[src/rtl/myo_spi_pkg.sv]
// rtl/myo_spi_pkg.sv - constants, word map and shared types for the myo SPI responder
package myo_spi_pkg;

    localparam int WORD_BITS   = 16;
    localparam int SYNC_STAGES = 2;
    localparam int BIT_CNT_W   = $clog2(WORD_BITS);
    localparam int WORD_CNT_W  = 4;

    localparam logic [WORD_CNT_W-1:0] FRAME_WORDS  = 4'd12;
    localparam logic [WORD_CNT_W-1:0] WORD_CNT_MAX = FRAME_WORDS + 4'd1;
    localparam logic [WORD_BITS-1:0]  SOF_WORD     = 16'h8000;
    localparam logic [BIT_CNT_W-1:0]  LAST_BIT     = BIT_CNT_W'(WORD_BITS - 1);

    localparam logic [WORD_CNT_W-1:0] IDX_SOF     = 4'd0;
    localparam logic [WORD_CNT_W-1:0] IDX_PWM     = 4'd1;
    localparam logic [WORD_CNT_W-1:0] IDX_FLAGS1  = 4'd2;
    localparam logic [WORD_CNT_W-1:0] IDX_FLAGS2  = 4'd3;
    localparam logic [WORD_CNT_W-1:0] IDX_DUMMY   = 4'd4;
    localparam logic [WORD_CNT_W-1:0] IDX_POS_HI  = 4'd5;
    localparam logic [WORD_CNT_W-1:0] IDX_POS_LO  = 4'd6;
    localparam logic [WORD_CNT_W-1:0] IDX_VEL     = 4'd7;
    localparam logic [WORD_CNT_W-1:0] IDX_CUR     = 4'd8;
    localparam logic [WORD_CNT_W-1:0] IDX_SPRING  = 4'd9;
    localparam logic [WORD_CNT_W-1:0] IDX_SENSOR1 = 4'd10;
    localparam logic [WORD_CNT_W-1:0] IDX_SENSOR2 = 4'd11;

    typedef enum logic [1:0] {WAIT_IDLE, IDLE, SHIFT} state_e;

    typedef struct packed {
        logic [31:0] position;
        logic [15:0] velocity;
        logic [15:0] current;
        logic [15:0] spring;
        logic [15:0] sensor1;
        logic [15:0] sensor2;
    } status_t;

    typedef struct packed {
        logic [15:0] pwm;
        logic [15:0] flags1;
        logic [15:0] flags2;
    } cmd_t;

    // Command slots and indices past the frame end answer with zero.
    function automatic logic [WORD_BITS-1:0] status_word(input status_t s,
                                                         input logic [WORD_CNT_W-1:0] idx);
        case (idx)
            IDX_POS_HI:  return s.position[31:16];
            IDX_POS_LO:  return s.position[15:0];
            IDX_VEL:     return s.velocity;
            IDX_CUR:     return s.current;
            IDX_SPRING:  return s.spring;
            IDX_SENSOR1: return s.sensor1;
            IDX_SENSOR2: return s.sensor2;
            default:     return '0;
        endcase
    endfunction

endpackage

[src/rtl/myo_spi_slave_shifter.sv]
// rtl/myo_spi_slave_shifter.sv - SPI mode-0 input sync, edge detect and 16-bit rx/tx shifting
module myo_spi_slave_shifter
    import myo_spi_pkg::*;
(
    input  logic                 clock,
    input  logic                 reset,
    input  logic                 sclk,
    input  logic                 ss_n,
    input  logic                 mosi,
    input  logic                 idle,
    input  logic                 active,
    input  logic [WORD_BITS-1:0] tx_word,
    output logic                 frame_start,
    output logic                 frame_end,
    output logic                 ss_n_high,
    output logic                 word_done,
    output logic                 tx_load,
    output logic                 bit_cnt_zero,
    output logic [WORD_BITS-1:0] rx_word,
    output logic                 miso
);

    logic [SYNC_STAGES-1:0] sclk_sync_q, sclk_sync_d;
    logic [SYNC_STAGES-1:0] ss_n_sync_q, ss_n_sync_d;
    logic [SYNC_STAGES-1:0] mosi_sync_q, mosi_sync_d;
    logic                   sclk_prev_q, ss_n_prev_q;
    logic [BIT_CNT_W-1:0]   bit_cnt_q, bit_cnt_d;
    logic [WORD_BITS-1:0]   rx_q, rx_d, tx_q, tx_d;
    logic                   miso_q, miso_d;
    logic                   sclk_s, ss_n_s, mosi_s, sclk_rise, sclk_fall, shift_ok;

    assign sclk_s    = sclk_sync_q[SYNC_STAGES-1];
    assign ss_n_s    = ss_n_sync_q[SYNC_STAGES-1];
    assign mosi_s    = mosi_sync_q[SYNC_STAGES-1];
    assign sclk_rise = sclk_s & ~sclk_prev_q;
    assign sclk_fall = ~sclk_s & sclk_prev_q;

    assign frame_start  = ~ss_n_s & ss_n_prev_q;
    assign frame_end    = ss_n_s & ~ss_n_prev_q;
    assign ss_n_high    = ss_n_s;
    // A deselect in the same cycle as an sclk edge suppresses that edge.
    assign shift_ok     = active & ~frame_end;
    assign rx_word      = {rx_q[WORD_BITS-2:0], mosi_s};
    assign word_done    = shift_ok & sclk_rise & (bit_cnt_q == LAST_BIT);
    assign tx_load      = shift_ok & sclk_fall & (bit_cnt_q == '0);
    assign bit_cnt_zero = (bit_cnt_q == '0);
    assign miso         = miso_q;

    always_comb begin
        sclk_sync_d = {sclk_sync_q[SYNC_STAGES-2:0], sclk};
        ss_n_sync_d = {ss_n_sync_q[SYNC_STAGES-2:0], ss_n};
        mosi_sync_d = {mosi_sync_q[SYNC_STAGES-2:0], mosi};
        bit_cnt_d   = bit_cnt_q;
        rx_d        = rx_q;
        tx_d        = tx_q;
        miso_d      = miso_q;
        if (idle && frame_start) begin
            bit_cnt_d = '0;
            tx_d      = '0;
            miso_d    = 1'b0;
        end else if (shift_ok) begin
            if (sclk_rise) begin
                rx_d      = rx_word;
                bit_cnt_d = (bit_cnt_q == LAST_BIT) ? '0 : bit_cnt_q + 1'b1;
            end
            if (sclk_fall) begin
                if (bit_cnt_q == '0) begin
                    tx_d   = tx_word;
                    miso_d = tx_word[WORD_BITS-1];
                end else begin
                    tx_d   = {tx_q[WORD_BITS-2:0], 1'b0};
                    miso_d = tx_q[WORD_BITS-2];
                end
            end
        end
        if (!shift_ok) begin
            miso_d = 1'b0;
        end
    end

    // Sync chains reset low so WAIT_IDLE only leaves on a genuinely high ss_n.
    always_ff @(posedge clock) begin
        if (reset) begin
            sclk_sync_q <= '0;
            ss_n_sync_q <= '0;
            mosi_sync_q <= '0;
            sclk_prev_q <= 1'b0;
            ss_n_prev_q <= 1'b0;
            bit_cnt_q   <= '0;
            rx_q        <= '0;
            tx_q        <= '0;
            miso_q      <= 1'b0;
        end else begin
            sclk_sync_q <= sclk_sync_d;
            ss_n_sync_q <= ss_n_sync_d;
            mosi_sync_q <= mosi_sync_d;
            sclk_prev_q <= sclk_s;
            ss_n_prev_q <= ss_n_s;
            bit_cnt_q   <= bit_cnt_d;
            rx_q        <= rx_d;
            tx_q        <= tx_d;
            miso_q      <= miso_d;
        end
    end

endmodule

[src/rtl/myo_spi_responder.sv]
// rtl/myo_spi_responder.sv - myo SPI frame FSM: status snapshot, command decode and atomic commit
module myo_spi_responder
    import myo_spi_pkg::*;
(
    input  logic                        clock,
    input  logic                        reset,
    input  logic                        sclk,
    input  logic                        ss_n,
    input  logic                        mosi,
    output logic                        miso,
    input  logic [31:0]                 actual_position,
    input  logic [WORD_BITS-1:0]        actual_velocity,
    input  logic [WORD_BITS-1:0]        actual_current,
    input  logic [WORD_BITS-1:0]        spring_displacement,
    input  logic [WORD_BITS-1:0]        sensor1,
    input  logic [WORD_BITS-1:0]        sensor2,
    output logic signed [WORD_BITS-1:0] pwm_ref,
    output logic [WORD_BITS-1:0]        control_flags1,
    output logic [WORD_BITS-1:0]        control_flags2,
    output logic                        cmd_valid,
    output logic                        frame_error,
    output logic                        busy
);

    state_e                state_q, state_d;
    status_t               status_sh_q, status_sh_d;
    cmd_t                  cmd_sh_q, cmd_sh_d, cmd_q, cmd_d;
    logic [WORD_CNT_W-1:0] word_cnt_q, word_cnt_d;
    logic                  err_q, err_d;
    logic                  cmd_valid_q, cmd_valid_d, frame_error_q, frame_error_d;
    logic                  busy_q, busy_d;
    logic                  frame_start, frame_end, ss_n_high, word_done, tx_load, bit_cnt_zero;
    logic [WORD_BITS-1:0]  rx_word, tx_word;

    myo_spi_slave_shifter u_shifter (
        .clock        (clock),
        .reset        (reset),
        .sclk         (sclk),
        .ss_n         (ss_n),
        .mosi         (mosi),
        .idle         (state_q == IDLE),
        .active       (state_q == SHIFT),
        .tx_word      (tx_word),
        .frame_start  (frame_start),
        .frame_end    (frame_end),
        .ss_n_high    (ss_n_high),
        .word_done    (word_done),
        .tx_load      (tx_load),
        .bit_cnt_zero (bit_cnt_zero),
        .rx_word      (rx_word),
        .miso         (miso)
    );

    // word_cnt_q already points at the next word by the time the shifter asks for it.
    assign tx_word = tx_load ? status_word(status_sh_q, word_cnt_q) : '0;

    always_comb begin
        state_d       = state_q;
        status_sh_d   = status_sh_q;
        cmd_sh_d      = cmd_sh_q;
        cmd_d         = cmd_q;
        word_cnt_d    = word_cnt_q;
        err_d         = err_q;
        cmd_valid_d   = 1'b0;
        frame_error_d = 1'b0;
        case (state_q)
            WAIT_IDLE: begin
                if (ss_n_high) state_d = IDLE;
            end
            IDLE: begin
                if (frame_start) begin
                    state_d     = SHIFT;
                    status_sh_d = '{actual_position, actual_velocity, actual_current,
                                    spring_displacement, sensor1, sensor2};
                    word_cnt_d  = '0;
                    err_d       = 1'b0;
                end
            end
            SHIFT: begin
                if (frame_end) begin
                    state_d = IDLE;
                    if (word_cnt_q == FRAME_WORDS && bit_cnt_zero && !err_q) begin
                        cmd_d       = cmd_sh_q;
                        cmd_valid_d = 1'b1;
                    end else begin
                        frame_error_d = 1'b1;
                    end
                end else if (word_done) begin
                    case (word_cnt_q)
                        IDX_SOF:    if (rx_word != SOF_WORD) err_d = 1'b1;
                        IDX_PWM:    cmd_sh_d.pwm    = rx_word;
                        IDX_FLAGS1: cmd_sh_d.flags1 = rx_word;
                        IDX_FLAGS2: cmd_sh_d.flags2 = rx_word;
                        IDX_DUMMY:  ;
                        default:    if (word_cnt_q >= FRAME_WORDS) err_d = 1'b1;
                    endcase
                    if (word_cnt_q != WORD_CNT_MAX) word_cnt_d = word_cnt_q + 1'b1;
                end
            end
            default: state_d = WAIT_IDLE;
        endcase
        busy_d = (state_d == SHIFT);
    end

    always_ff @(posedge clock) begin
        if (reset) begin
            state_q       <= WAIT_IDLE;
            status_sh_q   <= '0;
            cmd_sh_q      <= '0;
            cmd_q         <= '0;
            word_cnt_q    <= '0;
            err_q         <= 1'b0;
            cmd_valid_q   <= 1'b0;
            frame_error_q <= 1'b0;
            busy_q        <= 1'b0;
        end else begin
            state_q       <= state_d;
            status_sh_q   <= status_sh_d;
            cmd_sh_q      <= cmd_sh_d;
            cmd_q         <= cmd_d;
            word_cnt_q    <= word_cnt_d;
            err_q         <= err_d;
            cmd_valid_q   <= cmd_valid_d;
            frame_error_q <= frame_error_d;
            busy_q        <= busy_d;
        end
    end

    assign pwm_ref        = $signed(cmd_q.pwm);
    assign control_flags1 = cmd_q.flags1;
    assign control_flags2 = cmd_q.flags2;
    assign cmd_valid      = cmd_valid_q;
    assign frame_error    = frame_error_q;
    assign busy           = busy_q;

endmodule

[config.mk]
export PLATFORM = sky130hd
export DESIGN_NAME = myo_spi_responder
export DESIGN_NICKNAME = d
export VERILOG_FILES = /design/src/rtl/myo_spi_pkg.sv /design/src/rtl/myo_spi_slave_shifter.sv /design/src/rtl/myo_spi_responder.sv
export SDC_FILE = /design/constraint.sdc
export NUM_CORES = 1
export LEC_CHECK = 0
export CORE_ASPECT_RATIO = 0.6
export CORE_MARGIN = 2
export CORE_UTILIZATION = 58
export CTS_CLUSTER_DIAMETER = 120
export DETAILED_ROUTE_END_ITERATION = 10
export PLACE_DENSITY = 0.9
export SLEW_MARGIN = 20
export SYNTH_ARGS = -nofsm -noshare
export SYNTH_HDL_FRONTEND = slang
export SYNTH_SLANG_ARGS = --single-unit
export TNS_END_PERCENT = 20
[constraint.sdc]
create_clock -name clock -period 4.9 [get_ports clock]
set_input_delay 0.49 -clock clock [delete_from_list [all_inputs] [get_ports clock]]
set_output_delay 0.49 -clock clock [all_outputs]
set_load 0.01 [all_outputs]
==> flow_metrics.env <==
export IMPL_hold_violations=0
export IMPL_hold_path_cell_count=2
export IMPL_wl_um=30610
export IMPL_vias=9497
export IMPL_timing_rr_end="pwm_ref[2]"
export IMPL_cts_resized=0
export IMPL_reg2regPathDepth=7
export IMPL_finalNetCount=1489
export IMPL_reg2reg_from="word_cnt_q[0]"
export IMPL_routedWlPerCell_um=18.88
export IMPL_initial_utilization_pct=58.73
export IMPL_clk_pin_slew_ns=0.07
export IMPL_worst_ir_drop_vdd_uv=215.4
export IMPL_yosysTopAreaCell="dfxtp_1"
export IMPL_yosysTopAreaCellShare_pct=49.64
export IMPL_timing_hold_ws_ns=0.4552
export IMPL_track_usage_pct=31.55
export IMPL_cts_buffers_inserted=23
export IMPL_cts_tree="done"
export IMPL_die_h_um=108.4
export IMPL_clk_path_buf_depth=3
export IMPL_drt_iter0_drc=1335
export IMPL_num_antenna_cells=0
export IMPL_p_int_w=0.003255
export IMPL_p_sw_w=0.0008571
export IMPL_gp_congestion=0.9339
export IMPL_portBuffers=168
export IMPL_power_share_sequential_pct=52.0
export IMPL_maxCapViolations=0
export IMPL_seq_area_frac_synth_pct=49.64
export IMPL_async_reset_ff_share_pct=0
export IMPL_postCtsHoldBufs=0
export IMPL_die_area_sq_um=19280
export IMPL_clkPwrFrac_pct=44.0
export IMPL_route_detailed_drc=0
export IMPL_setup_tns_ns=0
export IMPL_crit_type="flop to flop"
export IMPL_dr_pass1_iters=6
export IMPL_cts_sinks=261
export IMPL_design_core_area_sq_um=17920
export IMPL_start_kind="flop"
export IMPL_grt_pass1_vias=8649
export IMPL_ys_warn_count=0
export IMPL_worst_pin_slew_ns=1.156
export IMPL_via_per_inst=5.859
export IMPL_setup_viol=0
export IMPL_finalCriticalPeriod_ns=2.755
export IMPL_syn_avg_cell_area_sq_um=8.334
export IMPL_drv_slew=0
export IMPL_syn_num_nets=1386
export IMPL_ctsHtreeMaxLevel=1
export IMPL_timing_final_ws_setup_ns=2.145
export IMPL_maxSlewHeadroom_pct=22.93
export IMPL_hold_path_class="flop to flop"
export IMPL_worstSkewPairLatency_ns=0.53
export IMPL_crit_path_max_incr_delay_ns=0.82
export IMPL_worstPathArrival_ns=3.18
export IMPL_grt_pass1_wl_um=46980
export IMPL_netlist_area_sq_um=10530
export IMPL_syn_to_final_growth_pct=22.87
export IMPL_powerDensity_nw_per_um2=317.9
export IMPL_synth_edff_count=0
export IMPL_hpwl_um=20860
export IMPL_num_io_pins=169
export IMPL_synth_area_leaders="dfxtp_1 (50%), nand2_1 (13%), a21oi_1 (8.9%)"
export IMPL_antenna_found_initial=0
export IMPL_status="finished clean"
export IMPL_crit_required_ns=5.33
export IMPL_power_leakage_nw=4.278
export IMPL_synthTopCellsByCount="nand2_1 (375), dfxtp_1 (261), a21oi_1 (188)"
export IMPL_critical_path_cell_chain="inv_1 > ha_1 > nand4b_1 > nor4_2 > buf_4 > nand2_1 > a21oi_1"
export IMPL_rows=38
export IMPL_die_width_um=177.9
export IMPL_period_share_pct=56.22
export IMPL_cp_slowest_cell="ha_1"
export IMPL_ant_nets=0
export IMPL_drive_gt1_share_pct=4.200
export IMPL_r2r_setup_slack_ns=2.15
export IMPL_hold_end="control_flags1[4]"
export IMPL_combPwrFrac_pct=4.0
export IMPL_grt_max_degree=136
export IMPL_fmax_mhz=363.0
export IMPL_synth_cell_types=57
export IMPL_ys_flop_type="dfxtp_1"
export IMPL_dpl_worst_slack_ns=2.245
export IMPL_rsz0062_at_grt="false"
export IMPL_crit_fanout=48
export IMPL_synthCells=1263
export IMPL_ctsRootBufferMaster="clkbuf_16"
export IMPL_critPathCaptureType="flop"
export IMPL_gr_total_overflow=0
export IMPL_cts_setup_buffers=0
export IMPL_ys_seq_elements=261
export IMPL_yosys_cell_count_top_type="nand2_1"
export IMPL_fin_skew_ns=0.01897
export IMPL_worstHoldStart="control_flags1[4]"
export IMPL_switching_share_pct=20.84
## cell families (layout without fill, tap and decap cells)
family,count (synthesis),in the layout,share of synthesized area [%]
buffers and inverters,114,232,4.600
AOI/OAI and AO/OA,290,290,16.52
DFF,261,261,49.64
xor gates and xnor gates,2,2,0.1664
adders and majority gates,6,6,0.7132
muxes,50,50,4.755
and+or+nand+nor,540,540,23.61
## metal layers
metal / vias to the layer above / share of wire [%] / track usage [%]
met2: 518 / 40 / 43.08
li1: 4472 / - / -
met4: 0 / 2.1 / 6.909
met1: 4455 / 46 / 48.51
met3: 52 / 12 / 9.177
met5: - / 0 / 0
## cell type report
| type | count | area [sq um] |
|---|---|---|
| Clock inverter | 6 | 65.06 |
| Tap cell | 240 | 300.3 |
| Fill cell | 1305 | 4991 |
| Inverter | 13 | 48.80 |
| Multi-Input combinational cell | 888 | 4830 |
| Timing Repair Buffer | 179 | 1778 |
| Clock buffer | 34 | 686.9 |
| Sequential cell | 261 | 5225 |
## layout by cell type, fill, tap and decap left out, types with 3 or more instances in the layout
cell type / count
a2111oi_0: 3
a211oi_1: 4
a21boi_0: 9
a21oi_1: 188
a222oi_1: 9
a22o_1: 11
a22oi_1: 18
a31oi_1: 8
a32o_1: 4
and3_1: 7
buf_4: 10
clkbuf_1: 4
clkbuf_16: 23
clkbuf_8: 7
clkdlybuf4s50_1: 167
dfxtp_1: 261
ha_1: 5
inv_1: 13
mux2i_1: 50
nand2_1: 375
nand2b_1: 68
nand3_1: 9
nand3b_1: 20
nand4_1: 4
nand4b_1: 3
nor2_1: 16
nor2b_1: 13
nor4_1: 6
o21ai_0: 13
o221ai_1: 8
o22ai_1: 4
## stage by stage
stage          instances  total power [W]  utilization (%)  area [sq um]
2_1_floorplan       1263         0.002239                -         10530
4_1_cts             1620         0.004117            72.04         12910
3_3_place_gp        1580         0.002344            67.83         12160
6_report            1621         0.004112            72.16         12930
3_5_place_dp        1580         0.002345            67.85         12160
5_1_grt             1621         0.004211            72.16         12930
## how the worst max path moves through the flow
stage / start / to / slack (ns) / cells past startpoint
CTS: word_cnt_q[0] / control_flags1[9] / 2.20 / 7
detailed placement: word_cnt_q[0] / pwm_ref[7] / 2.24 / 7
finish: word_cnt_q[0] / pwm_ref[2] / 2.15 / 7
global route: word_cnt_q[0] / pwm_ref[2] / 1.95 / 7
floorplan: word_cnt_q[0] / control_flags1[11] / 2.85 / 10
global placement: word_cnt_q[0] / u_shifter.tx_q[12] / 2.19 / 6
## worst max-delay path: cells and delay by family (launching register included)
kind / cells / cell delay, ns
and+or+nand+nor: 3 / 0.67
adders and majority gates: 1 / 0.82
buffers and inverters: 2 / 0.60
DFF: 1 / 0.36
AOI/OAI and AO/OA: 1 / 0.19
## power groups by stage
stage	Combinational, W	Clock [W]	Sequential, W
3_3_place_gp	0.000160	0	0.00218
5_1_grt	0.000175	0.00190	0.00214
3_5_place_dp	0.000161	0	0.00218
2_1_floorplan	0.0000572	0	0.00218
4_1_cts	0.000163	0.00182	0.00214
6_report	0.000165	0.00181	0.00214
## sequential cells by signal, indices dropped and copies added (netlist names)
signal,count
u_shifter.ss_n_prev_q,1
u_shifter.miso,1
u_shifter.bit_cnt_q,4
u_shifter.sclk_sync_q,2
cmd_valid,1
u_shifter.rx_q,15
u_shifter.tx_q,15
cmd_sh_q,48
pwm_ref,16
frame_error,1
state_q,2
control_flags2,16
word_cnt_q,4
u_shifter.ss_n_sync_q,2
err_q,1
control_flags1,16
u_shifter.sclk_prev_q,1
status_sh_q,112
u_shifter.mosi_sync_q,2
busy,1
(Power assumes the default switching activity.)
